===== config.mk =====
export PLATFORM = sky130hd
export DESIGN_NAME = msrv32_machine_control_flat
export DESIGN_NICKNAME = d
export VERILOG_FILES = /design/src/rtl/msrv32_pkg.sv /design/src/rtl/msrv32_machine_control_if.sv /design/src/rtl/msrv32_trap_priority.sv /design/src/rtl/msrv32_machine_control.sv /design/src/flat_wrapper.sv
export SDC_FILE = /design/constraint.sdc
export NUM_CORES = 1
export LEC_CHECK = 0
export CAP_MARGIN = 5
export CORE_UTILIZATION = 44
export CTS_BUF_LIST = sky130_fd_sc_hd__clkbuf_8 sky130_fd_sc_hd__clkbuf_16
export CTS_CLUSTER_SIZE = 20
export DETAILED_ROUTE_END_ITERATION = 8
export GPL_TIMING_DRIVEN = 1
export HOLD_SLACK_MARGIN = 0.06
export PLACE_DENSITY = 0.85
export SLEW_MARGIN = 20
export SYNTH_ARGS = -nofsm -noshare
export SYNTH_HDL_FRONTEND = slang
export SYNTH_SLANG_ARGS = --single-unit

===== constraint.sdc =====
create_clock -name clk_in -period 5.18 [get_ports clk_in]
set_input_delay 1.036 -clock clk_in [delete_from_list [all_inputs] [get_ports clk_in]]
set_output_delay 1.036 -clock clk_in [all_outputs]
set_load 0.05 [all_outputs]

===== src/rtl/msrv32_pkg.sv =====
// Shared state, PC-select, mcause and SYSTEM-decode constants for msrv32 trap control.
// Define WFI_EN to add the WAIT state used by the wfi stall.
package msrv32_pkg;

`ifdef WFI_EN
    typedef enum logic [2:0] {
        ST_RESET       = 3'd0,
        ST_OPERATING   = 3'd1,
        ST_TRAP_TAKEN  = 3'd2,
        ST_TRAP_RETURN = 3'd3,
        ST_WAIT        = 3'd4
    } state_t;
`else
    typedef enum logic [2:0] {
        ST_RESET       = 3'd0,
        ST_OPERATING   = 3'd1,
        ST_TRAP_TAKEN  = 3'd2,
        ST_TRAP_RETURN = 3'd3
    } state_t;
`endif

    localparam logic [1:0] PC_SRC_BOOT = 2'b00;
    localparam logic [1:0] PC_SRC_MEPC = 2'b01;
    localparam logic [1:0] PC_SRC_TRAP = 2'b10;
    localparam logic [1:0] PC_SRC_NEXT = 2'b11;

    localparam logic [3:0] CAUSE_MISALIGNED_INSTR = 4'd0;
    localparam logic [3:0] CAUSE_ILLEGAL_INSTR    = 4'd2;
    localparam logic [3:0] CAUSE_EBREAK           = 4'd3;
    localparam logic [3:0] CAUSE_MISALIGNED_LOAD  = 4'd4;
    localparam logic [3:0] CAUSE_MISALIGNED_STORE = 4'd6;
    localparam logic [3:0] CAUSE_ECALL            = 4'd11;
    localparam logic [3:0] CAUSE_M_SW_IRQ         = 4'd3;
    localparam logic [3:0] CAUSE_M_TIMER_IRQ      = 4'd7;
    localparam logic [3:0] CAUSE_M_EXT_IRQ        = 4'd11;

    localparam logic [4:0] OPCODE_SYSTEM = 5'b11100;
    localparam logic [2:0] FUNCT3_PRIV   = 3'b000;
    localparam logic [6:0] FUNCT7_ECALL  = 7'b0000000;
    localparam logic [4:0] RS2_ECALL     = 5'd0;
    localparam logic [6:0] FUNCT7_EBREAK = 7'b0000000;
    localparam logic [4:0] RS2_EBREAK    = 5'd1;
    localparam logic [6:0] FUNCT7_MRET   = 7'b0011000;
    localparam logic [4:0] RS2_MRET      = 5'd2;
    localparam logic [6:0] FUNCT7_WFI    = 7'b0001000;
    localparam logic [4:0] RS2_WFI       = 5'd5;

    function automatic logic is_misaligned_cause(input logic [3:0] cause);
        return (cause == CAUSE_MISALIGNED_INSTR) ||
               (cause == CAUSE_MISALIGNED_LOAD)  ||
               (cause == CAUSE_MISALIGNED_STORE);
    endfunction

    function automatic logic [1:0] pc_src_for(input state_t st);
        logic [1:0] sel;
        case (st)
            ST_RESET:       sel = PC_SRC_BOOT;
            ST_OPERATING:   sel = PC_SRC_NEXT;
            ST_TRAP_TAKEN:  sel = PC_SRC_TRAP;
            ST_TRAP_RETURN: sel = PC_SRC_MEPC;
`ifdef WFI_EN
            ST_WAIT:        sel = PC_SRC_NEXT;
`endif
            default:        sel = PC_SRC_BOOT;
        endcase
        return sel;
    endfunction

endpackage


===== src/rtl/msrv32_machine_control_if.sv =====
// Decode-stage flags in, trap/PC control out, for msrv32_machine_control.
interface msrv32_machine_control_if;
    logic       illegal_instr_in;
    logic       misaligned_instr_in;
    logic       misaligned_load_in;
    logic       misaligned_store_in;
    logic [4:0] opcode_6_to_2_in;
    logic [2:0] funct3_in;
    logic [6:0] funct7_in;
    logic [4:0] rs2_addr_in;
    logic       mie_in;
    logic       meie_in;
    logic       mtie_in;
    logic       msie_in;
    logic       meip_in;
    logic       mtip_in;
    logic       msip_in;
    logic [1:0] pc_src_out;
    logic       flush_out;
    logic       trap_taken_out;
    logic       set_cause_out;
    logic [3:0] cause_out;
    logic       i_or_e_out;
    logic       set_epc_out;
    logic       mie_clear_out;
    logic       mie_set_out;
    logic       instret_inc_out;
    logic       misaligned_exception_out;

    modport master (
        output illegal_instr_in, misaligned_instr_in, misaligned_load_in, misaligned_store_in,
               opcode_6_to_2_in, funct3_in, funct7_in, rs2_addr_in,
               mie_in, meie_in, mtie_in, msie_in, meip_in, mtip_in, msip_in,
        input  pc_src_out, flush_out, trap_taken_out, set_cause_out, cause_out, i_or_e_out,
               set_epc_out, mie_clear_out, mie_set_out, instret_inc_out, misaligned_exception_out
    );

    modport slave (
        input  illegal_instr_in, misaligned_instr_in, misaligned_load_in, misaligned_store_in,
               opcode_6_to_2_in, funct3_in, funct7_in, rs2_addr_in,
               mie_in, meie_in, mtie_in, msie_in, meip_in, mtip_in, msip_in,
        output pc_src_out, flush_out, trap_taken_out, set_cause_out, cause_out, i_or_e_out,
               set_epc_out, mie_clear_out, mie_set_out, instret_inc_out, misaligned_exception_out
    );
endinterface


===== src/rtl/msrv32_trap_priority.sv =====
// Combinational trap arbiter: fixed exception priority, then gated interrupt priority.
module msrv32_trap_priority
    import msrv32_pkg::*;
(
    input  logic       exc_en,
    input  logic       misaligned_instr,
    input  logic       illegal_instr,
    input  logic       ebreak,
    input  logic       misaligned_load,
    input  logic       misaligned_store,
    input  logic       ecall,
    input  logic       mie,
    input  logic       meie,
    input  logic       mtie,
    input  logic       msie,
    input  logic       meip,
    input  logic       mtip,
    input  logic       msip,
    output logic       trap_valid,
    output logic [3:0] cause,
    output logic       is_interrupt
);

    // Exceptions always win over interrupts; decode flags only count when exc_en is high.
    always_comb begin
        trap_valid   = 1'b0;
        cause        = 4'd0;
        is_interrupt = 1'b0;
        if (exc_en && misaligned_instr) begin
            trap_valid = 1'b1;
            cause      = CAUSE_MISALIGNED_INSTR;
        end else if (exc_en && illegal_instr) begin
            trap_valid = 1'b1;
            cause      = CAUSE_ILLEGAL_INSTR;
        end else if (exc_en && ebreak) begin
            trap_valid = 1'b1;
            cause      = CAUSE_EBREAK;
        end else if (exc_en && misaligned_load) begin
            trap_valid = 1'b1;
            cause      = CAUSE_MISALIGNED_LOAD;
        end else if (exc_en && misaligned_store) begin
            trap_valid = 1'b1;
            cause      = CAUSE_MISALIGNED_STORE;
        end else if (exc_en && ecall) begin
            trap_valid = 1'b1;
            cause      = CAUSE_ECALL;
        end else if (mie && meie && meip) begin
            trap_valid   = 1'b1;
            cause        = CAUSE_M_EXT_IRQ;
            is_interrupt = 1'b1;
        end else if (mie && msie && msip) begin
            trap_valid   = 1'b1;
            cause        = CAUSE_M_SW_IRQ;
            is_interrupt = 1'b1;
        end else if (mie && mtie && mtip) begin
            trap_valid   = 1'b1;
            cause        = CAUSE_M_TIMER_IRQ;
            is_interrupt = 1'b1;
        end else begin
            trap_valid   = 1'b0;
        end
    end

endmodule


===== src/rtl/msrv32_machine_control.sv =====
// Machine-mode trap/return sequencer for msrv32: drives PC select, CSR trap strobes and flush.
// Optional macro WFI_EN adds a WAIT state entered by wfi and left on any enabled pending interrupt.
module msrv32_machine_control
    import msrv32_pkg::*;
#(
    parameter int unsigned BOOT_HOLD = 2
) (
    input  logic                     clk_in,
    input  logic                     rst_n_in,
    msrv32_machine_control_if.slave  bus
);

    localparam logic [3:0] HOLD_LAST = 4'(BOOT_HOLD - 1);

    state_t     state_r, next_state_s;
    logic [3:0] hold_cnt_r, hold_cnt_s;
    logic       latch_trap_s;
    logic       is_system_s, is_ecall_s, is_ebreak_s, is_mret_s;
    logic       exc_en_s, trap_valid_s, is_interrupt_s;
    logic [3:0] cause_s;
    logic [1:0] pc_src_r;
    logic       trap_r, flush_r, mie_set_r, misaligned_r, i_or_e_r;
    logic [3:0] cause_r;

    assign is_system_s = (bus.opcode_6_to_2_in == OPCODE_SYSTEM) && (bus.funct3_in == FUNCT3_PRIV);
    assign is_ecall_s  = is_system_s && (bus.funct7_in == FUNCT7_ECALL)  && (bus.rs2_addr_in == RS2_ECALL);
    assign is_ebreak_s = is_system_s && (bus.funct7_in == FUNCT7_EBREAK) && (bus.rs2_addr_in == RS2_EBREAK);
    assign is_mret_s   = is_system_s && (bus.funct7_in == FUNCT7_MRET)   && (bus.rs2_addr_in == RS2_MRET);
    assign exc_en_s    = (state_r == ST_OPERATING);

`ifdef WFI_EN
    logic is_wfi_s, irq_wake_s;
    assign is_wfi_s   = is_system_s && (bus.funct7_in == FUNCT7_WFI) && (bus.rs2_addr_in == RS2_WFI);
    // WAIT wakes on an enabled pending source even when global MIE is off.
    assign irq_wake_s = (bus.meie_in && bus.meip_in) || (bus.msie_in && bus.msip_in) ||
                        (bus.mtie_in && bus.mtip_in);
`endif

    msrv32_trap_priority u_trap_priority (
        .exc_en           (exc_en_s),
        .misaligned_instr (bus.misaligned_instr_in),
        .illegal_instr    (bus.illegal_instr_in),
        .ebreak           (is_ebreak_s),
        .misaligned_load  (bus.misaligned_load_in),
        .misaligned_store (bus.misaligned_store_in),
        .ecall            (is_ecall_s),
        .mie              (bus.mie_in),
        .meie             (bus.meie_in),
        .mtie             (bus.mtie_in),
        .msie             (bus.msie_in),
        .meip             (bus.meip_in),
        .mtip             (bus.mtip_in),
        .msip             (bus.msip_in),
        .trap_valid       (trap_valid_s),
        .cause            (cause_s),
        .is_interrupt     (is_interrupt_s)
    );

    // Next-state and boot-hold counter logic.
    always_comb begin
        next_state_s = state_r;
        hold_cnt_s   = hold_cnt_r;
        latch_trap_s = 1'b0;
        case (state_r)
            ST_RESET: begin
                if (hold_cnt_r >= HOLD_LAST) begin
                    next_state_s = ST_OPERATING;
                    hold_cnt_s   = 4'd0;
                end else begin
                    hold_cnt_s   = hold_cnt_r + 4'd1;
                end
            end
            ST_OPERATING: begin
                if (trap_valid_s) begin
                    next_state_s = ST_TRAP_TAKEN;
                    latch_trap_s = 1'b1;
                end else if (is_mret_s) begin
                    next_state_s = ST_TRAP_RETURN;
`ifdef WFI_EN
                end else if (is_wfi_s) begin
                    next_state_s = ST_WAIT;
`endif
                end else begin
                    next_state_s = ST_OPERATING;
                end
            end
            ST_TRAP_TAKEN:  next_state_s = ST_OPERATING;
            ST_TRAP_RETURN: next_state_s = ST_OPERATING;
`ifdef WFI_EN
            ST_WAIT: begin
                if (irq_wake_s && trap_valid_s) begin
                    next_state_s = ST_TRAP_TAKEN;
                    latch_trap_s = 1'b1;
                end else if (irq_wake_s) begin
                    next_state_s = ST_OPERATING;
                end else begin
                    next_state_s = ST_WAIT;
                end
            end
`endif
            default: begin
                next_state_s = ST_RESET;
                hold_cnt_s   = 4'd0;
            end
        endcase
    end

    // State and boot-hold counter registers.
    always_ff @(posedge clk_in or negedge rst_n_in) begin
        if (!rst_n_in) begin
            state_r    <= ST_RESET;
            hold_cnt_r <= 4'd0;
        end else begin
            state_r    <= next_state_s;
            hold_cnt_r <= hold_cnt_s;
        end
    end

    // Output registers decoded from the next state so strobes line up with the state they belong to.
    always_ff @(posedge clk_in or negedge rst_n_in) begin
        if (!rst_n_in) begin
            pc_src_r     <= PC_SRC_BOOT;
            trap_r       <= 1'b0;
            flush_r      <= 1'b0;
            mie_set_r    <= 1'b0;
            misaligned_r <= 1'b0;
            cause_r      <= 4'd0;
            i_or_e_r     <= 1'b0;
        end else begin
            pc_src_r  <= pc_src_for(next_state_s);
            trap_r    <= latch_trap_s;
            flush_r   <= latch_trap_s || (next_state_s == ST_TRAP_RETURN);
            mie_set_r <= (next_state_s == ST_TRAP_RETURN);
            if (latch_trap_s) begin
                cause_r      <= cause_s;
                i_or_e_r     <= is_interrupt_s;
                misaligned_r <= is_misaligned_cause(cause_s) && !is_interrupt_s;
            end else begin
                cause_r      <= cause_r;
                i_or_e_r     <= i_or_e_r;
                misaligned_r <= 1'b0;
            end
        end
    end

    assign bus.pc_src_out               = pc_src_r;
    assign bus.flush_out                = flush_r;
    assign bus.trap_taken_out           = trap_r;
    assign bus.set_cause_out            = trap_r;
    assign bus.set_epc_out              = trap_r;
    assign bus.mie_clear_out            = trap_r;
    assign bus.mie_set_out              = mie_set_r;
    assign bus.cause_out                = cause_r;
    assign bus.i_or_e_out               = i_or_e_r;
    assign bus.misaligned_exception_out = misaligned_r;
    // Retire is same-cycle: an instruction that traps must not count.
    assign bus.instret_inc_out          = (state_r == ST_OPERATING) && !trap_valid_s;

endmodule


===== src/flat_wrapper.sv =====
// flat-port wrapper written by rule: the top's interface ports become plain ports
module msrv32_machine_control_flat import msrv32_pkg::*;
#(
    parameter int unsigned BOOT_HOLD = 2
)
  (clk_in, rst_n_in, bus_illegal_instr_in, bus_misaligned_instr_in, bus_misaligned_load_in, bus_misaligned_store_in, bus_opcode_6_to_2_in, bus_funct3_in, bus_funct7_in, bus_rs2_addr_in, bus_mie_in, bus_meie_in, bus_mtie_in, bus_msie_in, bus_meip_in, bus_mtip_in, bus_msip_in, bus_pc_src_out, bus_flush_out, bus_trap_taken_out, bus_set_cause_out, bus_cause_out, bus_i_or_e_out, bus_set_epc_out, bus_mie_clear_out, bus_mie_set_out, bus_instret_inc_out, bus_misaligned_exception_out);
  msrv32_machine_control_if bus_i ();
  input  logic clk_in;
  input  logic rst_n_in;
  input wire logic [$bits(bus_i.illegal_instr_in)-1:0] bus_illegal_instr_in;
  input wire logic [$bits(bus_i.misaligned_instr_in)-1:0] bus_misaligned_instr_in;
  input wire logic [$bits(bus_i.misaligned_load_in)-1:0] bus_misaligned_load_in;
  input wire logic [$bits(bus_i.misaligned_store_in)-1:0] bus_misaligned_store_in;
  input wire logic [$bits(bus_i.opcode_6_to_2_in)-1:0] bus_opcode_6_to_2_in;
  input wire logic [$bits(bus_i.funct3_in)-1:0] bus_funct3_in;
  input wire logic [$bits(bus_i.funct7_in)-1:0] bus_funct7_in;
  input wire logic [$bits(bus_i.rs2_addr_in)-1:0] bus_rs2_addr_in;
  input wire logic [$bits(bus_i.mie_in)-1:0] bus_mie_in;
  input wire logic [$bits(bus_i.meie_in)-1:0] bus_meie_in;
  input wire logic [$bits(bus_i.mtie_in)-1:0] bus_mtie_in;
  input wire logic [$bits(bus_i.msie_in)-1:0] bus_msie_in;
  input wire logic [$bits(bus_i.meip_in)-1:0] bus_meip_in;
  input wire logic [$bits(bus_i.mtip_in)-1:0] bus_mtip_in;
  input wire logic [$bits(bus_i.msip_in)-1:0] bus_msip_in;
  output wire logic [$bits(bus_i.pc_src_out)-1:0] bus_pc_src_out;
  output wire logic [$bits(bus_i.flush_out)-1:0] bus_flush_out;
  output wire logic [$bits(bus_i.trap_taken_out)-1:0] bus_trap_taken_out;
  output wire logic [$bits(bus_i.set_cause_out)-1:0] bus_set_cause_out;
  output wire logic [$bits(bus_i.cause_out)-1:0] bus_cause_out;
  output wire logic [$bits(bus_i.i_or_e_out)-1:0] bus_i_or_e_out;
  output wire logic [$bits(bus_i.set_epc_out)-1:0] bus_set_epc_out;
  output wire logic [$bits(bus_i.mie_clear_out)-1:0] bus_mie_clear_out;
  output wire logic [$bits(bus_i.mie_set_out)-1:0] bus_mie_set_out;
  output wire logic [$bits(bus_i.instret_inc_out)-1:0] bus_instret_inc_out;
  output wire logic [$bits(bus_i.misaligned_exception_out)-1:0] bus_misaligned_exception_out;
  assign bus_i.illegal_instr_in = bus_illegal_instr_in;
  assign bus_i.misaligned_instr_in = bus_misaligned_instr_in;
  assign bus_i.misaligned_load_in = bus_misaligned_load_in;
  assign bus_i.misaligned_store_in = bus_misaligned_store_in;
  assign bus_i.opcode_6_to_2_in = bus_opcode_6_to_2_in;
  assign bus_i.funct3_in = bus_funct3_in;
  assign bus_i.funct7_in = bus_funct7_in;
  assign bus_i.rs2_addr_in = bus_rs2_addr_in;
  assign bus_i.mie_in = bus_mie_in;
  assign bus_i.meie_in = bus_meie_in;
  assign bus_i.mtie_in = bus_mtie_in;
  assign bus_i.msie_in = bus_msie_in;
  assign bus_i.meip_in = bus_meip_in;
  assign bus_i.mtip_in = bus_mtip_in;
  assign bus_i.msip_in = bus_msip_in;
  assign bus_pc_src_out = bus_i.pc_src_out;
  assign bus_flush_out = bus_i.flush_out;
  assign bus_trap_taken_out = bus_i.trap_taken_out;
  assign bus_set_cause_out = bus_i.set_cause_out;
  assign bus_cause_out = bus_i.cause_out;
  assign bus_i_or_e_out = bus_i.i_or_e_out;
  assign bus_set_epc_out = bus_i.set_epc_out;
  assign bus_mie_clear_out = bus_i.mie_clear_out;
  assign bus_mie_set_out = bus_i.mie_set_out;
  assign bus_instret_inc_out = bus_i.instret_inc_out;
  assign bus_misaligned_exception_out = bus_i.misaligned_exception_out;
  msrv32_machine_control #(.BOOT_HOLD(BOOT_HOLD)) u_core (.clk_in(clk_in), .rst_n_in(rst_n_in), .bus(bus_i));
endmodule

==> summary.txt <==
Status - finished, final reports clean
Hold crit path type - reg -> reg
Routability Congestion - 1.02
Setup-failing EPs final - 0
Worst Clk Skew - 0.00215 ns
Overall routing resource usage - 22.5%
Lkg Pwr - 0.635 nW
Syn Inst Count - 105
NumNets Final - 188
Vias in the first global route - 1055
Std cell rows - 17
Layout Cells excl Fill - 179
Core Area - 2230 µm²
Reg2reg setup slack - 3.22 ns
Routed vias - 1033
Worst-margin pin slew - 0.780 ns
Setup WS post-layout - 0.871 ns
Synth Warn # - 0
Antenna viol nets, final - 0
CP Capture Point - bus_instret_inc_out
Starting DRT DRC Count - 39
Clock Pin Slew Worst Setup and Hold Paths - 0.07 ns
Crit path cell chain - clkdlybuf4s50_1 -> a222oi_1 -> nor2_1 -> nor4_1 -> clkdlybuf4s50_1
Crit path kind - in -> out
Fmax - 0.232 GHz
Area Growth Syn to Fin - 49.3%
Pwr/cell area - 381 nW/µm²
Total setup buffers inserted after CTS - 0
# port buffers - 47
Crit path max fanout - 3
Cell Count Post-Placement - 175
Fraction of registers with async set or reset after synthesis - 100%
CTS H-tree depth - 1
Post-detail-place hpwl - 2090 µm
Die ar. - 2580 µm²
CTS root buf - clkbuf_8
Pins Over Slew Limit - 0
Post-synth EDFFs - 0
N_diodes - 0
Worst EP required - 4.14 ns
Area post-placement - 1510 µm²
CTS Hold Bufs - 0
CP most frequent cell - clkdlybuf4s50_1
Mapped Area - 1050 µm²
Register area share after synthesis - 43.1%
Residual DRC - 0
CTS tree - built
Fraction of layout cells with a size suffix above 1 - 8.61%
Post-route setup TNS - 0 ns
Starting Density - 46.8%
Startpoint Class - input port
Global-route wire length before repair - 4310 µm
Worst r2r src - u_core.state_r[2]$_DFF_PN0_
Start point of the critical path - bus_msip_in
Crit-path max cell delay - 0.85 ns
Clk Latency, worst-skew pair - 0.25 ns
CTS Buffer Depth - 2
Worst path bufs/invs - 2
Tcrit/Tclk final - 83.2%
R2R Path End - u_core.bus.cause_out[1]$_DFFE_PN0P_
Yosys reg bits - 18
Critical Path Sink Type - output pin
RSZ-0062 raised after global routing - no
Post-route cell area - 1560 µm²
Total CTS buffers - 3
Max cap viols - 0
Clock tree sinks - 18
Post-synth net total - 141
Total Wirelength - 2540 µm
Detailed-router iteration count before antenna repair - 4
Yosys cell types - 39
WL/cell - 14.2 µm
Post-route minimum period - 4.31 ns
Levels on crit path - 5
CTS resizes - 0
Fin. Hold Viols - 0
R2R cell count - 4
Slew margin rel. - 47.3%
Pre-CTS setup slack - 0.895 ns
Routed vias/inst - 5.77
Post-synthesis average cell area - 9.96 µm²
Worst vdd ir - 0.000215 V
Initial antenna violation count - 0
Critical path arrival - 3.27 ns
IO Pins - 48
Largest net degree at the start of global routing - 19
Die Y - 50.8 µm
Crit path max-delay family - buffers and inverters
Ys flop type - dfrtp_1
Post-Route Utilization - 69.9%
Gr ovfl total - 0
DIE WIDTH - 50.8 µm
FILL cells - 170
CP max stage cell - clkdlybuf4s50_1
[layout by cell type, fill, tap and decap left out, types with 2 or more instances in the layout]
| master | n |
|---|---|
| nor3b_1 | 2 |
| clkbuf_8 | 4 |
| a22o_1 | 2 |
| o21ai_0 | 5 |
| nor3_1 | 4 |
| inv_1 | 8 |
| dfrtp_1 | 18 |
| ha_1 | 3 |
| nand4_1 | 2 |
| o21a_1 | 2 |
| mux2_4 | 2 |
| nand2_1 | 2 |
| nor2_1 | 8 |
| nand3_1 | 4 |
| nand4b_1 | 2 |
| a21oi_1 | 8 |
| clkdlybuf4s50_1 | 47 |
| nor4_1 | 7 |
[cells by family after synthesis]
logic type / synth area share [%]
AND/OR/NAND/NOR: 23.0
multiplexers: 3.83
flip-flops: 43.1
adder cells (fa/ha/maj): 3.59
buffers and inverters: 7.18
AO/OA/AOI/OAI: 19.0
other: 0.359
[Yosys cell counts, types with 2 or more instances]
cell | count | share of area [%]
nand4b_1 | 2 | 1.7
mux2_4 | 2 | 2.9
buf_6 | 2 | 2.2
nor3_1 | 4 | 1.9
o21a_1 | 2 | 1.4
a22o_1 | 2 | 1.7
nor4_1 | 7 | 4.2
nor2_1 | 8 | 2.9
nand2_1 | 2 | 0.72
ha_1 | 3 | 3.6
buf_4 | 3 | 2.2
nor3b_1 | 2 | 1.4
inv_1 | 8 | 2.9
o21ai_0 | 5 | 2.4
a21oi_1 | 8 | 3.8
dfrtp_1 | 18 | 43
nand4_1 | 2 | 1.2
nand3_1 | 4 | 1.9
[routing by layer]
metal / share of wire [%] / up-vias / global-route usage, %
met5: 0 / - / 0
met4: 2.5 / 0 / 12.0
met2: 49 / 73 / 38.9
li1: - / 486 / -
met1: 40 / 468 / 26.1
met3: 8.2 / 6 / 3.94
[worst min path at each step]
stage	to	cells after the start	start	slack, ns
2_1_floorplan	u_core.hold_cnt_r[2]$_DFFE_PN0P_	2	u_core.hold_cnt_r[2]$_DFFE_PN0P_	0.51
3_3_place_gp	u_core.bus.i_or_e_out$_DFFE_PN0P_	1	u_core.bus.i_or_e_out$_DFFE_PN0P_	0.49
3_5_place_dp	u_core.bus.cause_out[0]$_DFFE_PN0P_	1	u_core.bus.cause_out[0]$_DFFE_PN0P_	0.50
4_1_cts	u_core.bus.cause_out[0]$_DFFE_PN0P_	1	u_core.bus.cause_out[0]$_DFFE_PN0P_	0.51
5_1_grt	u_core.bus.i_or_e_out$_DFFE_PN0P_	1	u_core.bus.i_or_e_out$_DFFE_PN0P_	0.53
6_report	u_core.bus.cause_out[0]$_DFFE_PN0P_	1	u_core.bus.cause_out[0]$_DFFE_PN0P_	0.51
[flip-flops by register name (all words and copies together), names as in the netlist]
signal                               count
u_core.hold_cnt_r                        4
u_core.bus.i_or_e_out                    1
u_core.bus.cause_out                     4
u_core.bus.mie_clear_out                 1
u_core.bus.pc_src_out                    2
u_core.bus.flush_out                     1
u_core.bus.misaligned_exception_out      1
u_core.state_r                           3
u_core.bus.mie_set_out                   1
[area by class of cell]
cell class / instances / area [µm²] / share of cell area, %
Tap cell: 28 / 35.0 / 2.24
Inverter: 8 / 30.0 / 1.92
Sequential cell: 18 / 450 / 28.8
Multi-Input combinational cell: 74 / 520 / 33.3
Clock buffer: 4 / 55.1 / 3.53
Timing Repair Buffer: 47 / 470 / 30.1
[report_power, final]
group	total, W	leakage (nW)	internal (W)	switching [W]
combinational	0.000285	0.366	0.000113	0.000173
sequential	0.000198	0.240	0.000173	0.0000248
clock	0.000112	0.0288	0.0000675	0.0000447
[metrics by stage]
step / hold WS (ns) / power, W
floorplan: 0.511 / 0.000388
global placement: 0.492 / 0.000478
detailed placement: 0.497 / 0.000487
CTS: 0.515 / 0.000600
global route: 0.530 / 0.000627
finish: 0.514 / 0.000596
No activity file was read; power rests on OpenSTA's default activity.
